===== config.mk =====
export PLATFORM = sky130hd
export DESIGN_NAME = twos_to_sign_mag_serial
export DESIGN_NICKNAME = d
export VERILOG_FILES = /design/src/rtl/twos_to_sign_mag_serial.sv
export SDC_FILE = /design/constraint.sdc
export NUM_CORES = 1
export LEC_CHECK = 0
export CORE_UTILIZATION = 50
export DETAILED_ROUTE_END_ITERATION = 12
export PLACE_DENSITY_LB_ADDON = 0.1
export SLEW_MARGIN = 20
export SYNTH_ARGS = -nofsm -noshare
export SYNTH_HDL_FRONTEND = slang
export SYNTH_SLANG_ARGS = --single-unit

===== constraint.sdc =====
create_clock -name clk -period 2.1 [get_ports clk]
set_input_delay 0.21 -clock clk [delete_from_list [all_inputs] [get_ports clk]]
set_output_delay 0.21 -clock clk [all_outputs]
set_load 0.05 [all_outputs]

===== src/rtl/twos_to_sign_mag_serial.sv =====
// ---------------------------------------------------------------------------
// twos_to_sign_mag_serial
//
// Converts a WIDTH-bit two's-complement word into sign-magnitude form, one
// bit per clock, LSB first. Negative words are negated with the
// copy-until-first-one-then-invert rule. Positive words are copied unchanged.
//
// Ports
//   clk        system clock, rising-edge state updates
//   rst_n      asynchronous active-low reset
//   in_valid   in_data holds a word to convert
//   in_ready   block can accept a word (high only in IDLE)
//   in_data    two's-complement operand
//   out_valid  out_sign/out_mag hold a finished result
//   out_ready  consumer accepts the result
//   out_sign   1 = operand was negative
//   out_mag    unsigned magnitude of the operand
//   busy       high while bits are being converted
//
// Handshake semantics (both sides): a transfer happens on the rising edge
// where valid and ready are both high. A producer never withdraws valid
// before that edge. Results are held stable while out_valid is high.
// in_valid is ignored whenever in_ready is low.
// ---------------------------------------------------------------------------
module twos_to_sign_mag_serial #(
    parameter int WIDTH = 8
) (
    input  logic             clk,
    input  logic             rst_n,
    input  logic             in_valid,
    output logic             in_ready,
    input  logic [WIDTH-1:0] in_data,
    output logic             out_valid,
    input  logic             out_ready,
    output logic             out_sign,
    output logic [WIDTH-1:0] out_mag,
    output logic             busy
);

    localparam int CW = (WIDTH > 2) ? $clog2(WIDTH) : 1;
    localparam logic [CW-1:0] LAST_BIT = CW'(WIDTH - 1);

    typedef enum logic [1:0] {
        IDLE = 2'd0,
        CONV = 2'd1,
        DONE = 2'd2
    } state_t;

    state_t          state;
    logic [WIDTH-1:0] src;
    logic [CW-1:0]   cnt;
    logic            seen_one;
    logic            sign;
    logic            r_bit;

    // Once a negative operand has passed its lowest 1, every further bit is
    // inverted. The first 1 itself is copied because seen_one is only set
    // after that bit has been consumed.
    assign r_bit = (sign && seen_one) ? ~src[0] : src[0];

    always_ff @(posedge clk or negedge rst_n) begin
        if (!rst_n) begin
            state     <= IDLE;
            src       <= '0;
            cnt       <= '0;
            seen_one  <= 1'b0;
            sign      <= 1'b0;
            in_ready  <= 1'b0;
            out_valid <= 1'b0;
            out_sign  <= 1'b0;
            out_mag   <= '0;
            busy      <= 1'b0;
        end else begin
            case (state)
                IDLE: begin
                    // in_ready is registered, so it rises on the first edge
                    // after reset release and no word is taken on that edge.
                    in_ready <= 1'b1;
                    if (in_valid && in_ready) begin
                        src      <= in_data;
                        sign     <= in_data[WIDTH-1];
                        cnt      <= '0;
                        seen_one <= 1'b0;
                        in_ready <= 1'b0;
                        busy     <= 1'b1;
                        state    <= CONV;
                    end
                end

                CONV: begin
                    // Result bits enter at the MSB so that after WIDTH edges
                    // the first processed bit lands in out_mag[0].
                    out_mag  <= {r_bit, out_mag[WIDTH-1:1]};
                    src      <= src >> 1;
                    seen_one <= seen_one | src[0];
                    if (cnt == LAST_BIT) begin
                        busy      <= 1'b0;
                        out_valid <= 1'b1;
                        out_sign  <= sign;
                        state     <= DONE;
                    end else begin
                        cnt <= cnt + CW'(1);
                    end
                end

                DONE: begin
                    // out_sign/out_mag are left untouched after the handshake.
                    if (out_ready) begin
                        out_valid <= 1'b0;
                        in_ready  <= 1'b1;
                        state     <= IDLE;
                    end
                end

                default: begin
                    state     <= IDLE;
                    in_ready  <= 1'b0;
                    out_valid <= 1'b0;
                    busy      <= 1'b0;
                end
            endcase
        end
    end

endmodule


==> out/results.tsv <==
metric	value	unit
max-vdd-ir-drop	1.08	mV
setup_viol	0	
yosys_warnings	0	
min_period_over_period	85.7	%
slew_headroom	66.5	%
viasPerCell	5.24	
cts_hold_buf	0	
required	1.89	ns
seq_area_frac_synth	54.3	%
root_buffer	clkbuf_4	
cp-end-kind	output port	
worst-path-buf-inv	1	
boundaryPins	24	
clock-sinks	27	
wl_per_cell	13.2	um
die_area	2690	sq um
hp-class	in -> async	
slowest_delay	0.83	ns
syn_to_final_growth	20.7	%
rows	17	
hold_viol	0	
cts-resized-gates	0	
synth_fp_nets	106	
fin_ws	0.301	ns
p_leak	0.677	nW
clk_latency	0.31	ns
dpl_cell_area	1480	sq um
syn_area	1240	sq um
cap_violations	0	
die_w	51.9	um
cts_tree	yes	
ys_ff_latch	27	
synth_edf_count	0	
clkSlewWorstSetupHoldPaths	0.13	ns
worstPathArrival	1.59	ns
final_nets	132	
grt_pass1_vias	781	
async_flop_share	100	%
pre_cts_ws	0.450	ns
worstMarginPinSlew	0.501	ns
cts_made_buffers	3	
critical_path.startpoint	in_ready$_DFFE_PN0P_	
r2r_start	cnt[0]$_DFFE_PN0P_	
final_cells	145	
antenna_found_initial	0	
syn_area_per_cell	13.5	sq um
synth_top_area_share	54.3	%
post-cts-setup-buffer-count	0	
drtPass1Iterations	3	
wl	1920	um
netlist_top_cells_area	dfrtp_1, mux2_4, mux2_2, mux2_1, buf_6	
io_buffers	23	
crit_family	buffers and inverters	
drc	0	
track_usage	17.4	%
grt_first_pass_wirelength	3360	um
vias	760	
status	completed	
cp-start-kind	flip-flop	
dpl.hpwl	1430	um
cp_slowest_cell	clkdlybuf4s50_1	
skew	0.00415	ns
synth_common_cells	dfrtp_1, mux2_2, mux2_4, mux2_1, o21ai_0	
holdWs	0.240	ns
overflow	0	
synth_cell_types	24	
synthFlopType	dfrtp_1	
fmax	556	MHz
fin_crit	1.80	ns
worstSetupPathType	reg -> out	
dieHeight	51.9	um
design_area	1500	sq um
layout-drive-gt1-share	23.1	%
cts_buffer_depth	2	
yosys.area.top_type	dfrtp_1	
rsz0062_at_grt	false	
reg2regPathDepth	5	
gp_routability_congestion	0.765	
htreeDepth	1	
post-route-util	66.0	%
seqCellArea	676	sq um
r2r_setup_slack	0.44	ns
num_antenna_cells	0	
cp_max_fo	6	
path_cells	clkdlybuf4s50_1	
yosysMostFrequentCell	dfrtp_1	
drt_iter0_markers	3	
grt_max_degree	28	
ant_nets	0	
r2r_end	cnt[0]$_DFFE_PN0P_	
multiInputGateArea	504	sq um
finalPower	2.62	mW
core	2280	sq um
p_per_area	1740	nW/um^2
drv_slew	0	
placedCellCount	141	
synthCells	92	
fin_tns_setup	0	ns
initial_core_util	54.6	%
num-fill-cells	176	
[registers in the layout, summed over array words and instances (netlist names)]
| signal | cells |
|---|---|
| busy | 1 |
| cnt | 3 |
| in_ready | 1 |
| out_mag | 8 |
| out_sign | 1 |
| out_valid | 1 |
| seen_one | 1 |
| sign | 1 |
| src | 8 |
| state | 2 |
[placed cells by master, fill, tap and decap left out, drive strengths merged]
master,instances
a21boi,1
a21oi,3
a22o,2
a31oi,1
and4bb,1
buf,2
clkbuf,4
clkdlybuf4s50,23
dfrtp,27
ha,2
inv,4
mux2,23
nand2,6
nand2b,1
nand3,1
nor2,6
nor2b,1
nor3,1
nor3b,1
o21ai,6
xor2,1
[power by group]
part | switching (mW) | internal (mW) | total [mW]
Clock | 0.140 | 0.0743 | 0.214
Combinational | 0.761 | 0.688 | 1.45
Sequential | 0.183 | 0.771 | 0.954
Total | 1.08 | 1.53 | 2.62
[area by class of cell]
type                       count  share of cell area (%)
clock buffer                   4                    1.75
inverter                       4                    1.00
multi-input combinational     57                    33.6
sequential                    27                    45.0
tap                           28                    2.33
timing repair buffer          25                    16.3
[cell families after synthesis]
family	after synthesis	share of synthesized area [%]
AO/OA/AOI/OAI	13	6.14
XOR/XNOR	1	0.704
adder cells (fa/ha/maj)	2	2.01
buffers and inverters	8	5.13
flip-flops	27	54.3
multiplexers	23	23.2
AND/OR/NAND/NOR	18	8.45
[metal layers]
layer	part of all wire, %	vias up	GRT usage (%)
met2	48	18	26.5
met1	47	373	22.9
met4	0.73	0	7.21
li1	-	367	-
met5	0	-	0
met3	4.1	2	5.56
[worst max-delay path by stage]
stage	depth (start not counted)	endpoint	slack, ns
5_1_grt	1	in_ready	0.23
2_1_floorplan	3	src[0]$_DFFE_PN0P_	0.54
6_report	1	in_ready	0.30
3_3_place_gp	4	src[6]$_DFFE_PN0P_	0.48
4_1_cts	1	in_ready	0.29
3_5_place_dp	5	cnt[0]$_DFFE_PN0P_	0.45
No activity file was read; power rests on OpenSTA's default activity.
==> edit 1, RTL diff (config.mk and constraints unchanged) <==
Reset style: synchronous (`rst_n`), changed in one clocked block. Comments in the files are not updated.
--- a/src/rtl/twos_to_sign_mag_serial.sv
+++ b/src/rtl/twos_to_sign_mag_serial.sv
@@ -58,7 +58,7 @@
     // after that bit has been consumed.
     assign r_bit = (sign && seen_one) ? ~src[0] : src[0];
 
-    always_ff @(posedge clk or negedge rst_n) begin
+    always_ff @(posedge clk) begin
         if (!rst_n) begin
             state     <= IDLE;
             src       <= '0;
Formal check against the unedited RTL: differs if rst_n is asserted again (counterexample within 4 cycles, from zero or initial values and one cycle with rst_n low); with rst_n held inactive, the same outputs for 10 cycles.
==> edit 1 against the unedited design <==
  * Global-route usage rose by 3.4 points
  * Maximum frequency up 1.4%
  * Area after synthesis is 4.0% lower
  * Die area is 3.9% lower
  * Sequential share of layout area fell by 8.2 points
  * Sequential cell count is the same
  * Wire length up 26%
  * Worst setup slack improved by 0.024 ns
  * Design area shrank 2.2%
  * Largest cell class is now multi-input combinational cells
Power is not compared: it rests on default switching activity, and its combinational part moved more than twofold at a synthesized area within 25%.
==> edit 1: results (changes against the unedited design) <==
{
  "dr.first_iter.drc_count": {"value": 15, "change": "+12"},
  "crit_path_start": {"value": "in_ready"},
  "run_status": {"value": "finished, final reports clean"},
  "r2r_slack": {"value": 0.57, "unit": "ns", "change": "+0.13 ns"},
  "synth.area.top_cells": {"value": "sky130_fd_sc_hd__dfxtp_1 45%, sky130_fd_sc_hd__a21oi_1 7.1%, sky130_fd_sc_hd__nand2_1 6.0%"},
  "drive_above_1_share": {"value": 0.1067, "change": "-0.1241"},
  "drt_pre_antenna_iters": {"value": 4, "change": "+1"},
  "number_of_global_route_vias_before_repair": {"value": 928, "change": "+19%"},
  "dp.final_hpwl": {"value": 1673, "unit": "um", "change": "+17%"},
  "synthTopCellsByCount": {"value": "27 x sky130_fd_sc_hd__dfxtp_1, 19 x sky130_fd_sc_hd__nand2_1, 17 x sky130_fd_sc_hd__a21oi_1"},
  "worst_ep_arrival_time": {"value": 1.57, "unit": "ns", "change": "-0.02 ns"},
  "grt_start_max_net_pins": {"value": 29, "change": "+3.6%"},
  "reg2regPathDepth": {"value": 4, "change": "-1"},
  "grt_util_all_layers": {"value": 0.2083, "change": "+0.03393"},
  "worst_slew_margin_rel": {"value": 0.6706, "change": "+0.005633"},
  "synthDistinctLibCells": {"value": 30, "change": "+25%"},
  "worstReg2RegEnd": {"value": "src[5]"},
  "dpl_worst_slack": {"value": 0.5806, "unit": "ns", "change": "+0.1307 ns"},
  "final_nets": {"value": 165, "change": "+25%"},
  "place_congestion": {"value": 0.7210, "change": "-5.8%"},
  "grt_first_pass_wirelength": {"value": 4084, "unit": "um", "change": "+22%"},
  "worst_case_hold_slack": {"value": 0.4723, "unit": "ns", "change": "+0.2319 ns"},
  "ys_seq_area_frac": {"value": 0.4528, "change": "-0.09043"},
  "r2r_start": {"value": "state[0]"},
  "min-delay-path-class": {"value": "register to register"},
  "nFillCells": {"value": 188, "change": "+6.8%"},
  "synthArstFlopShare": {"value": 0, "change": "-1.000"}
}
-- edit 1: per-stage QoR --
stage | area, um^2 | total power, mW | std cells
finish | 1468 | 0.9600 | 178
global route | 1468 | 1.015 | 178
CTS | 1468 | 0.9691 | 178
detailed placement | 1440 | 0.7622 | 174
global placement | 1440 | 0.7560 | 174
floorplan | 1194 | 0.7040 | 128
-- edit 1: per-layer routing --
metal	GRT usage	up-vias	part of all wire
li1	-	507	-
met1	0.2593	453	0.49
met2	0.3600	13	0.48
met3	0.02976	2	0.025
met4	0.08333	0	0.0070
met5	0	-	0
-- edit 1: layout make-up --
type | count | area share
Sequential cell | 27 | 0.3683
Inverter | 2 | 0.005115
Tap cell | 28 | 0.02387
Multi-Input combinational cell | 89 | 0.4015
Timing Repair Buffer | 28 | 0.1824
Clock buffer | 3 | 0.01535
Clock inverter | 1 | 0.003410
-- edit 1: worst max-delay path by stage --
stage	to	slack, ns
3_3_place_gp	src[5]	0.61
2_1_floorplan	src[5]	0.54
3_5_place_dp	src[5]	0.58
6_report	in_ready	0.32
4_1_cts	in_ready	0.30
5_1_grt	in_ready	0.26
-- edit 1: cell families after synthesis --
kind of cell,count (synthesis),share of synthesized area
adder cells (fa/ha/maj),2,0.02096
AO/OA/AOI/OAI,43,0.2432
flip-flops,27,0.4528
AND/OR/NAND/NOR,35,0.1415
XOR/XNOR,1,0.007339
multiplexers,8,0.08071
buffers and inverters,12,0.05345
-- edit 1: power by group --
group,internal (mW),leakage [nW],switching (mW),total (mW)
combinational,0.0912,0.309,0.0955,0.187
sequential,0.542,0.220,0.0220,0.564
clock,0.0711,0.0177,0.138,0.209
==> edit 2, RTL diff (same settings) <==
Made on the original files. `WIDTH`: 8 -> 16.
--- a/src/rtl/twos_to_sign_mag_serial.sv
+++ b/src/rtl/twos_to_sign_mag_serial.sv
@@ -23,7 +23,7 @@
 // in_valid is ignored whenever in_ready is low.
 // ---------------------------------------------------------------------------
 module twos_to_sign_mag_serial #(
-    parameter int WIDTH = 8
+    parameter int WIDTH = 16
 ) (
     input  logic             clk,
     input  logic             rst_n,
Interface: changed (resized in_data and out_mag); port bits go from 24 to 40. No check against the original RTL was run, so the function may have changed too.
==> edit 2 against the unedited design <==
  * Clock skew hardly changed
  * Wire length is 92% higher
  * Area after synthesis up 50%
  * Worst setup slack improved by 0.081 ns
  * Utilization up 3.3 points
  * Total power grew 55%
  * Sequential cell count grew 17
  * Critical path type unchanged
  * Design area rose by 59%
==> edit 2: results (changes against the unedited design) <==
{
  "grt_start_max_net_pins": {"value": 21, "change": "-25%"},
  "cts.htree.levels": {"value": 2, "change": "+1"},
  "worstMarginPinSlew": {"value": 0.5186, "unit": "ns", "change": "+0.01762 ns"},
  "reg2regPathDepth": {"value": 4, "change": "-1"},
  "dr.first_iter.drc_count": {"value": 80, "change": "+77"},
  "post_synth_fa_ha_maj_area_fraction": {"value": 0.006711, "change": "-0.01341"},
  "place_congestion": {"value": 0.7462, "change": "-2.5%"},
  "place_area": {"value": 0.002266, "unit": "mm^2", "change": "+54%"},
  "nonClockInverterCount": {"value": 1, "change": "-3"},
  "cts.clk_slew.worst_paths": {"value": 0.08, "unit": "ns", "change": "-0.05 ns"},
  "r2r_slack": {"value": 0.66, "unit": "ns", "change": "+0.22 ns"},
  "clk_root_buffer_cell": {"value": "sky130_fd_sc_hd__clkbuf_8"},
  "worstReg2RegEnd": {"value": "src[13]"},
  "clock_buffers": {"value": 6, "change": "+2"},
  "nFillCells": {"value": 273, "change": "+55%"},
  "grt_util_all_layers": {"value": 0.2080, "change": "+0.03357"},
  "run_status": {"value": "finished, final reports clean"},
  "share_of_the_synthesized_area_in_compound_gates_ao_oa_aoi_oai": {"value": 0.1054, "change": "+0.04400"},
  "tritoncts.num_buffers": {"value": 5, "change": "+2"},
  "power_leakage": {"value": 1.082, "unit": "nW", "change": "+60%"},
  "portion_of_the_layout_cell_area_used_by_non_clock_buffers": {"value": 0.1911, "change": "+0.02774"},
  "synth.ff_latch_count": {"value": 44, "change": "+63%"},
  "io_port_bufs": {"value": 39, "change": "+70%"},
  "grt_first_pass_wirelength": {"value": 6313, "unit": "um", "change": "+88%"},
  "synth.area.top_cells": {"value": "sky130_fd_sc_hd__dfrtp_1 59%, sky130_fd_sc_hd__nand2_1 10%, sky130_fd_sc_hd__o22ai_1 5.7%"},
  "worst_ep_arrival_time": {"value": 1.51, "unit": "ns", "change": "-0.08 ns"},
  "synthDistinctLibCells": {"value": 28, "change": "+17%"},
  "r2r_start": {"value": "state[1]"},
  "power.switching": {"value": 1.735, "unit": "mW", "change": "+60%"},
  "num-nonclk-buffers": {"value": 48, "change": "+92%"},
  "netlist_instances": {"value": 187, "change": "+100%"},
  "power.share.combinational": {"value": 0.478, "change": "-0.076"},
  "drt_pre_antenna_iters": {"value": 6, "change": "+3"},
  "post_drt_wl_per_cell": {"value": 13.32, "unit": "um", "change": "+0.68%"},
  "dpl_worst_slack": {"value": 0.5272, "unit": "ns", "change": "+0.07728 ns"},
  "reg_top3": {"value": "out_mag x16, src x16, cnt x4"},
  "worst_case_hold_slack": {"value": 0.3422, "unit": "ns", "change": "+0.1017 ns"},
  "p_seq_frac": {"value": 0.370, "change": "+0.006"},
  "sh_seq_area": {"value": 0.4619, "change": "+0.01194"},
  "synthTopCellsByCount": {"value": "51 x sky130_fd_sc_hd__nand2_1, 44 x sky130_fd_sc_hd__dfrtp_1, 17 x sky130_fd_sc_hd__o22ai_1"},
  "clk_share": {"value": 0.04514, "change": "+0.02764"}
}
## edit 2: cell types whose count changed after synthesis, sizes merged, moves of 8 or more
cell   before  now
buf         4   12
dfrtp      27   44
mux2       23    1
nand2       6   51
nor2        6   17
nor3        1   14
o22ai       0   17
## edit 2: worst max path at each step
stage | from | to | slack [ns] | cells after the start
after global placement | in_valid | src[4] | 0.56 | 5
after detailed placement | in_valid | src[13] | 0.53 | 5
after CTS | in_ready | in_ready | 0.37 | 1
final | in_ready | in_ready | 0.38 | 1
after floorplan | in_ready | src[15] | 0.72 | 4
after global routing | in_ready | in_ready | 0.34 | 1
## edit 2: layer usage
| metal | share of wire | track usage |
|---|---|---|
| met1 | 0.43 | 0.2457 |
| met4 | 0.016 | 0.06977 |
| met3 | 0.059 | 0.05797 |
| met5 | 0 | 0 |
| met2 | 0.50 | 0.3616 |
## edit 2: repair_timing
| action | CTS | global route |
|---|---|---|
| hold buffers | 1 | 0 |
| endpoints found under the hold margin | 14 | 0 |
| endpoints found under the setup margin | 0 | 0 |
